[src/rtl/branch_cmp_unit_if.sv]
//------------------------------------------------------------------------------
// Module   : branch_cmp_unit_if
// Brief    : Request/response handshake bundle for branch_cmp_unit.
// Revision : 1.0 - initial release
//------------------------------------------------------------------------------
`default_nettype none

interface branch_cmp_unit_if #(
  parameter int WIDTH = 32
);
  logic             in_valid;
  logic             in_ready;
  logic [5:0]       op;
  logic [4:0]       rt;
  logic [WIDTH-1:0] rdata1;
  logic [WIDTH-1:0] rdata2;
  logic             out_valid;
  logic             out_ready;
  logic             cmpout;

  modport master (
    output in_valid, op, rt, rdata1, rdata2, out_ready,
    input  in_ready, out_valid, cmpout
  );

  modport slave (
    input  in_valid, op, rt, rdata1, rdata2, out_ready,
    output in_ready, out_valid, cmpout
  );
endinterface

`default_nettype wire

[src/rtl/branch_cmp_unit.sv]
//------------------------------------------------------------------------------
// Module   : branch_cmp_unit
// Brief    : Multi-cycle MIPS branch comparator, CHUNK bits per cycle, with a
//            taken-branch counter. Optional CMP_EARLY_EXIT_EN ends the compare
//            as soon as the outcome is determined.
// Revision : 1.0 - initial release
//------------------------------------------------------------------------------
`default_nettype none

module branch_cmp_unit #(
  parameter int WIDTH = 32,
  parameter int CHUNK = 8,
  parameter int CNT_W = 16
) (
  input  logic                   clk,
  input  logic                   rst_n,
  branch_cmp_unit_if.slave       bus,
  input  logic                   cnt_clr,
  output logic [CNT_W-1:0]       taken_cnt
);

  localparam int NCHUNK = WIDTH / CHUNK;
  localparam int IDX_W  = (NCHUNK > 1) ? $clog2(NCHUNK) : 1;
  localparam logic [IDX_W-1:0] c_LAST_IDX = IDX_W'(NCHUNK - 1);

  localparam logic [1:0] c_IDLE = 2'd0;
  localparam logic [1:0] c_CMP  = 2'd1;
  localparam logic [1:0] c_DONE = 2'd2;

  localparam logic [5:0] c_OP_REGIMM = 6'b000001;
  localparam logic [5:0] c_OP_BEQ    = 6'b000100;
  localparam logic [5:0] c_OP_BNE    = 6'b000101;
  localparam logic [5:0] c_OP_BLEZ   = 6'b000110;
  localparam logic [5:0] c_OP_BGTZ   = 6'b000111;
  localparam logic [4:0] c_RT_BLTZ   = 5'b00000;
  localparam logic [4:0] c_RT_BGEZ   = 5'b00001;

  logic [1:0]       r_state;
  logic [5:0]       r_op;
  logic [4:0]       r_rt;
  logic [WIDTH-1:0] r_a;
  logic [WIDTH-1:0] r_b;
  logic [IDX_W-1:0] r_idx;
  logic             r_differ;
  logic             r_nonzero;
  logic             r_cmpout;
  logic [CNT_W-1:0] r_cnt;

  logic [CHUNK-1:0] w_slice_a;
  logic [CHUNK-1:0] w_slice_b;
  logic             w_differ;
  logic             w_nonzero;
  logic             w_sign;
  logic             w_is_beq, w_is_bne, w_is_blez, w_is_bgtz, w_is_bltz, w_is_bgez;
  logic             w_result;
  logic             w_finish;
  logic             w_deliver;

  // Flags include the slice being evaluated this cycle, so they are final on the last slice.
  assign w_slice_a = r_a[r_idx*CHUNK +: CHUNK];
  assign w_slice_b = r_b[r_idx*CHUNK +: CHUNK];
  assign w_differ  = r_differ  | (w_slice_a != w_slice_b);
  assign w_nonzero = r_nonzero | (w_slice_a != '0);
  assign w_sign    = r_a[WIDTH-1];

  assign w_is_beq  = (r_op == c_OP_BEQ);
  assign w_is_bne  = (r_op == c_OP_BNE);
  assign w_is_blez = (r_op == c_OP_BLEZ);
  assign w_is_bgtz = (r_op == c_OP_BGTZ);
  assign w_is_bltz = (r_op == c_OP_REGIMM) && (r_rt == c_RT_BLTZ);
  assign w_is_bgez = (r_op == c_OP_REGIMM) && (r_rt == c_RT_BGEZ);

  assign w_result = (w_is_beq  & ~w_differ)
                  | (w_is_bne  &  w_differ)
                  | (w_is_blez & (w_sign | ~w_nonzero))
                  | (w_is_bgtz & (~w_sign & w_nonzero))
                  | (w_is_bltz &  w_sign)
                  | (w_is_bgez & ~w_sign);

`ifdef CMP_EARLY_EXIT_EN
  // Sign-only and undefined ops never need more than the first slice.
  assign w_finish = (r_idx == c_LAST_IDX)
                  | ((w_is_beq | w_is_bne) & w_differ)
                  | ((w_is_blez | w_is_bgtz) & w_nonzero)
                  | ~(w_is_beq | w_is_bne | w_is_blez | w_is_bgtz);
`else
  assign w_finish = (r_idx == c_LAST_IDX);
`endif

  assign w_deliver = (r_state == c_DONE) && bus.out_ready;

  always_ff @(posedge clk or negedge rst_n) begin
    if (!rst_n) begin
      r_state   <= c_IDLE;
      r_op      <= '0;
      r_rt      <= '0;
      r_a       <= '0;
      r_b       <= '0;
      r_idx     <= '0;
      r_differ  <= 1'b0;
      r_nonzero <= 1'b0;
      r_cmpout  <= 1'b0;
    end else begin
      case (r_state)
        c_IDLE: begin
          if (bus.in_valid) begin
            r_op      <= bus.op;
            r_rt      <= bus.rt;
            r_a       <= bus.rdata1;
            r_b       <= bus.rdata2;
            r_idx     <= '0;
            r_differ  <= 1'b0;
            r_nonzero <= 1'b0;
            r_state   <= c_CMP;
          end
        end
        c_CMP: begin
          r_differ  <= w_differ;
          r_nonzero <= w_nonzero;
          if (w_finish) begin
            r_cmpout <= w_result;
            r_state  <= c_DONE;
          end else begin
            r_idx <= r_idx + IDX_W'(1);
          end
        end
        c_DONE: begin
          if (bus.out_ready) begin
            r_cmpout <= 1'b0;
            r_state  <= c_IDLE;
          end
        end
        default: begin
          r_cmpout <= 1'b0;
          r_state  <= c_IDLE;
        end
      endcase
    end
  end

  // Clear wins over a same-cycle increment.
  always_ff @(posedge clk or negedge rst_n) begin
    if (!rst_n) begin
      r_cnt <= '0;
    end else if (cnt_clr) begin
      r_cnt <= '0;
    end else if (w_deliver && r_cmpout) begin
      r_cnt <= r_cnt + CNT_W'(1);
    end
  end

  assign bus.in_ready  = (r_state == c_IDLE);
  assign bus.out_valid = (r_state == c_DONE);
  assign bus.cmpout    = r_cmpout;
  assign taken_cnt     = r_cnt;

endmodule

`default_nettype wire

[src/flat_wrapper.sv]
// flat-port wrapper written by rule: the top's interface ports become plain ports
module branch_cmp_unit_flat 
#(
  parameter int WIDTH = 32,
  parameter int CHUNK = 8,
  parameter int CNT_W = 16
)
  (clk, rst_n, cnt_clr, taken_cnt, bus_in_valid, bus_op, bus_rt, bus_rdata1, bus_rdata2, bus_out_ready, bus_in_ready, bus_out_valid, bus_cmpout);
  branch_cmp_unit_if #(.WIDTH(WIDTH)) bus_i ();
  input  logic clk;
  input  logic rst_n;
  input  logic cnt_clr;
  output logic [CNT_W-1:0] taken_cnt;
  input wire logic [$bits(bus_i.in_valid)-1:0] bus_in_valid;
  input wire logic [$bits(bus_i.op)-1:0] bus_op;
  input wire logic [$bits(bus_i.rt)-1:0] bus_rt;
  input wire logic [$bits(bus_i.rdata1)-1:0] bus_rdata1;
  input wire logic [$bits(bus_i.rdata2)-1:0] bus_rdata2;
  input wire logic [$bits(bus_i.out_ready)-1:0] bus_out_ready;
  output wire logic [$bits(bus_i.in_ready)-1:0] bus_in_ready;
  output wire logic [$bits(bus_i.out_valid)-1:0] bus_out_valid;
  output wire logic [$bits(bus_i.cmpout)-1:0] bus_cmpout;
  assign bus_i.in_valid = bus_in_valid;
  assign bus_i.op = bus_op;
  assign bus_i.rt = bus_rt;
  assign bus_i.rdata1 = bus_rdata1;
  assign bus_i.rdata2 = bus_rdata2;
  assign bus_i.out_ready = bus_out_ready;
  assign bus_in_ready = bus_i.in_ready;
  assign bus_out_valid = bus_i.out_valid;
  assign bus_cmpout = bus_i.cmpout;
  branch_cmp_unit #(.WIDTH(WIDTH), .CHUNK(CHUNK), .CNT_W(CNT_W)) u_core (.clk(clk), .rst_n(rst_n), .bus(bus_i), .cnt_clr(cnt_clr), .taken_cnt(taken_cnt));
endmodule
[config.mk]
export PLATFORM = sky130hd
export DESIGN_NAME = branch_cmp_unit_flat
export DESIGN_NICKNAME = d
export VERILOG_FILES = /design/src/rtl/branch_cmp_unit_if.sv /design/src/rtl/branch_cmp_unit.sv /design/src/flat_wrapper.sv
export SDC_FILE = /design/constraint.sdc
export NUM_CORES = 1
export LEC_CHECK = 0
export ABC_AREA = 1
export CAP_MARGIN = 0
export CORE_ASPECT_RATIO = 0.6
export CORE_MARGIN = 4
export CORE_UTILIZATION = 44
export CTS_BUF_LIST = sky130_fd_sc_hd__clkbuf_16
export DETAILED_ROUTE_END_ITERATION = 7
export GPL_TIMING_DRIVEN = 0
export HOLD_SLACK_MARGIN = 0.1
export PLACE_DENSITY = 0.73
export SYNTH_ARGS = -nofsm -noshare
export SYNTH_HDL_FRONTEND = slang
export SYNTH_SLANG_ARGS = --single-unit
export TNS_END_PERCENT = 20
[constraint.sdc]
create_clock -name clk -period 1.44 [get_ports clk]
set_input_delay 0.288 -clock clk [delete_from_list [all_inputs] [get_ports clk]]
set_output_delay 0.288 -clock clk [all_outputs]
set_load 0.01 [all_outputs]
==> reports/metrics.csv <==
stage,metric,value,unit
status,status,finished with violations,
status,failed_checks,negative setup slack,
floorplanning,die_x,145,um
yosys,synth_flop_cell,dfrtp_1,
sta,tns,-3.67,ns
drt,drtIter0Drc,246,
drt,ant_nets,0,
pwr,ir_drop,0.814,mV
grt,grtUsageTotal,21.2,%
yosys,synthAdderAreaFrac,0.508,%
critical_path,arrival,2.14,ns
yosys,synth.avg_cell_area,9.12,um^2
drt,drt_pass1_iterations,5,
critical_path,slowest_delay,0.37,ns
yosys,synthDistinctLibCells,33,
final_layout,drive_gt1_share,28.9,%
clock_tree,clk_latency,0.34,ns
critical_path,cp_num_buf_inv,4,
grt,grt_first_pass_wirelength,21600,um
yosys,synth_edf_count,0,
sta,fin_ws,-0.471,ns
sta,holdWs,0.481,ns
floorplanning,die_h,89.9,um
drt,wirelength,13800,um
yosys,syn-cell-area,0.00492,mm^2
critical_path,r2r_cells,15,
critical_path,cp-startpoint,u_core.r_idx[0],
place,gp_congestion,0.898,
yosys,synth_warnings,0,
sta,period_minus_slack,1.91,ns
critical_path,path_depth,15,
yosys,synth-xor-area-share,0.534,%
place,dp_hpwl,9790,um
final_layout,synthToLayoutAreaGrowth,40.0,%
sta,clock.fmax,523,MHz
clock_tree,cts_tree,done,
clock_tree,cts_max_path_buffers,2,
yosys,synthArstFlopShare,100,%
sta,rsz0062_at_grt,true,
drt,wl_per_cell,16.9,um
sta,drv_slew,0,
yosys,ys_seq_area_share,49.8,%
run,drv_cap,0,
critical_path,start_kind,register,
sta,hold_viol_final,0,
pwr,power,13700,uW
floorplanning,start_util,45.8,%
clock_tree,cts.htree.levels,3,
grt,overflow,0,
critical_path,cp_max_fo,8,
grt,antenna_found_initial,0,
min_path,hp-class,in2async,
floorplanning,core,0.0107,mm^2
grt,grt_pass1_vias,4271,
drt,vias,4254,
final_layout,fillers,871,
clock_tree,clock_sinks,98,
floorplanning,rows,29,
critical_path,crit_top_cell,nand2_1,
grt,grt_max_degree,59,
critical_path,critPathRequiredTime,1.67,ns
place,dp.cells,778,
clock_tree,cts_buffers,9,
drt,drc,0,
yosys,synth_compound_area_share,4.42,%
sta,setup_viol,18,
final_layout,fin_cells,818,
yosys,synth_top_family_by_area,simple AND/OR/NAND/NOR gates,
clock_tree,root_buffer,clkbuf_16,
yosys,synthMuxAreaShare,14.6,%
pwr,leakage,0.00334,uW
sta,tightest_slew,0.560,ns
yosys,synth-simple-area-share,23.7,%
clock_tree,clkTransAtPathRegs,0.06,ns
yosys,synth_nets,622,
critical_path,slowest_stage,dfrtp_1,
critical_path,critPathTopFamily,simple AND/OR/NAND/NOR gates,
final_layout,fin_util,64.2,%
critical_path,r2r_start,u_core.r_idx[0],
floorplanning,dieArea,0.0130,mm^2
critical_path,crit_chain,buf_6 > clkinv_8 > buf_8 > nand2_2 > nand3_2 > nand2_4 > inv_2 > nor2_2 > nand4_1 > nand3_1 > nand2_1 > nor2_1 > nand2_1 > nand2_1 > nand2_1,
sta,relSlewSlack,62.7,%
critical_path,end_kind,register,
place,io_buffers,98,
pwr,power_density,1980,mW/mm^2
floorplanning,io_pins,99,
sta,skew,0.00420,ns
critical_path,critPathKind,reg2reg,
drt,vias_per_cell,5.20,
sta,period_share,133,%
final_layout,final_nets,757,
final_layout,antenna_cells,0,
yosys,syn_inst,540,
yosys,ys_seq_elements,98,
synth_stat cells (3+ instances only):
| cell type | n | share of area, % |
|---|---|---|
| o21ai_0 | 11 | 1.1 |
| nand4_1 | 3 | 0.38 |
| inv_1 | 41 | 3.1 |
| nor3_1 | 3 | 0.30 |
| dfrtp_1 | 98 | 50 |
| buf_2 | 11 | 1.1 |
| mux2_2 | 64 | 15 |
| buf_6 | 5 | 1.1 |
| nand2_1 | 168 | 13 |
| nand3_1 | 49 | 5.0 |
| nor2_2 | 3 | 0.38 |
| buf_4 | 3 | 0.46 |
| nor2_1 | 29 | 2.2 |
| a21oi_1 | 23 | 2.3 |
| inv_2 | 3 | 0.23 |
report_power, final:
group	internal (uW)	total, uW	switching (uW)	leakage (uW)
clock network	1130	2130	993	0.000129
logic	3150	6850	3700	0.00204
registers	3920	4680	762	0.00118
total	8210	13700	5450	0.00334
final cells by class:
cell class	count	area [um^2]	share of cell area, %
flip-flops and latches	98	2450	35.6
multi-input cells	376	2410	34.9
repair buffers	124	1230	17.8
clock buffers	9	225	3.27
plain buffers	21	196	2.85
inverters	45	184	2.67
well taps	139	174	2.52
clock inverters	6	27.5	0.399
flip-flops by register name, summed over array words and instances, names as in the netlist, 2 cells and up:
register,count
u_core.r_rt,5
u_core.r_b,32
u_core.r_a,32
u_core.r_op,6
u_core.r_state,2
u_core.taken_cnt,16
u_core.r_idx,2
per-layer routing:
layer  vias up  part of all wire (%)  track usage (%)
met3        21                   6.7             5.41
li1       2034                     -                -
met4         0                   1.3             5.36
met5         -                     0                0
met1      2054                    47             31.6
met2       145                    45             30.8
final timing paths:
path	slack, ns	endpoint
max in group asynchronous	0.28	u_core.r_b[19]
worst min register to register	0.51	u_core.r_b[4]
worst min-delay path	0.48	u_core.taken_cnt[6]
min in group clk	0.51	u_core.r_b[4]
worst max register to register	-0.47	u_core.bus.cmpout
worst max-delay path	-0.47	u_core.bus.cmpout
placed cells by master, fill, tap and decap left out, types with 3 or more instances in the layout:
cell type	netlist	final
nand2_2	2	20
o21ai_2	1	3
nand4_1	3	3
inv_2	3	3
buf_6	5	9
dfrtp_1	98	96
clkbuf_16	0	10
nor2_2	3	5
nand3_2	0	13
mux2_2	64	64
inv_1	41	42
nor2_4	2	6
clkdlybuf4s50_1	0	80
nor2_1	29	23
nor3_4	2	4
nand2_4	1	7
dlygate4sd2_1	0	16
a21oi_2	0	3
nand3_1	49	35
o21ai_0	11	6
a21oi_1	23	20
buf_4	3	29
o21ai_1	0	3
nand2_1	168	144
metrics by stage:
stage / setup slack (ns) / instance area, um^2
after floorplan: -0.143 / 4930
after global placement: -3.44 / 6090
after detailed placement: -0.615 / 6110
after CTS: -0.418 / 6630
after global routing: -0.625 / 6890
final: -0.471 / 6890
cell families (layout without fill, tap and decap cells):
| group | count (synthesis) | after routing |
|---|---|---|
| compound gates | 40 | 40 |
| xor+xnor | 3 | 3 |
| fa+ha+maj | 2 | 2 |
| buf+inv | 66 | 205 |
| flops | 98 | 98 |
| mux | 64 | 64 |
| simple gates | 267 | 267 |
timing repair:
item	in CTS	in global routing
cloned	1	1
setup buffers	11	11
pin swaps	11	32
endpoints found under the setup margin	106	34
gates resized for setup	69	50
endpoints found under the hold margin	40	0
hold buffers	1	0
(Power assumes the default switching activity.)
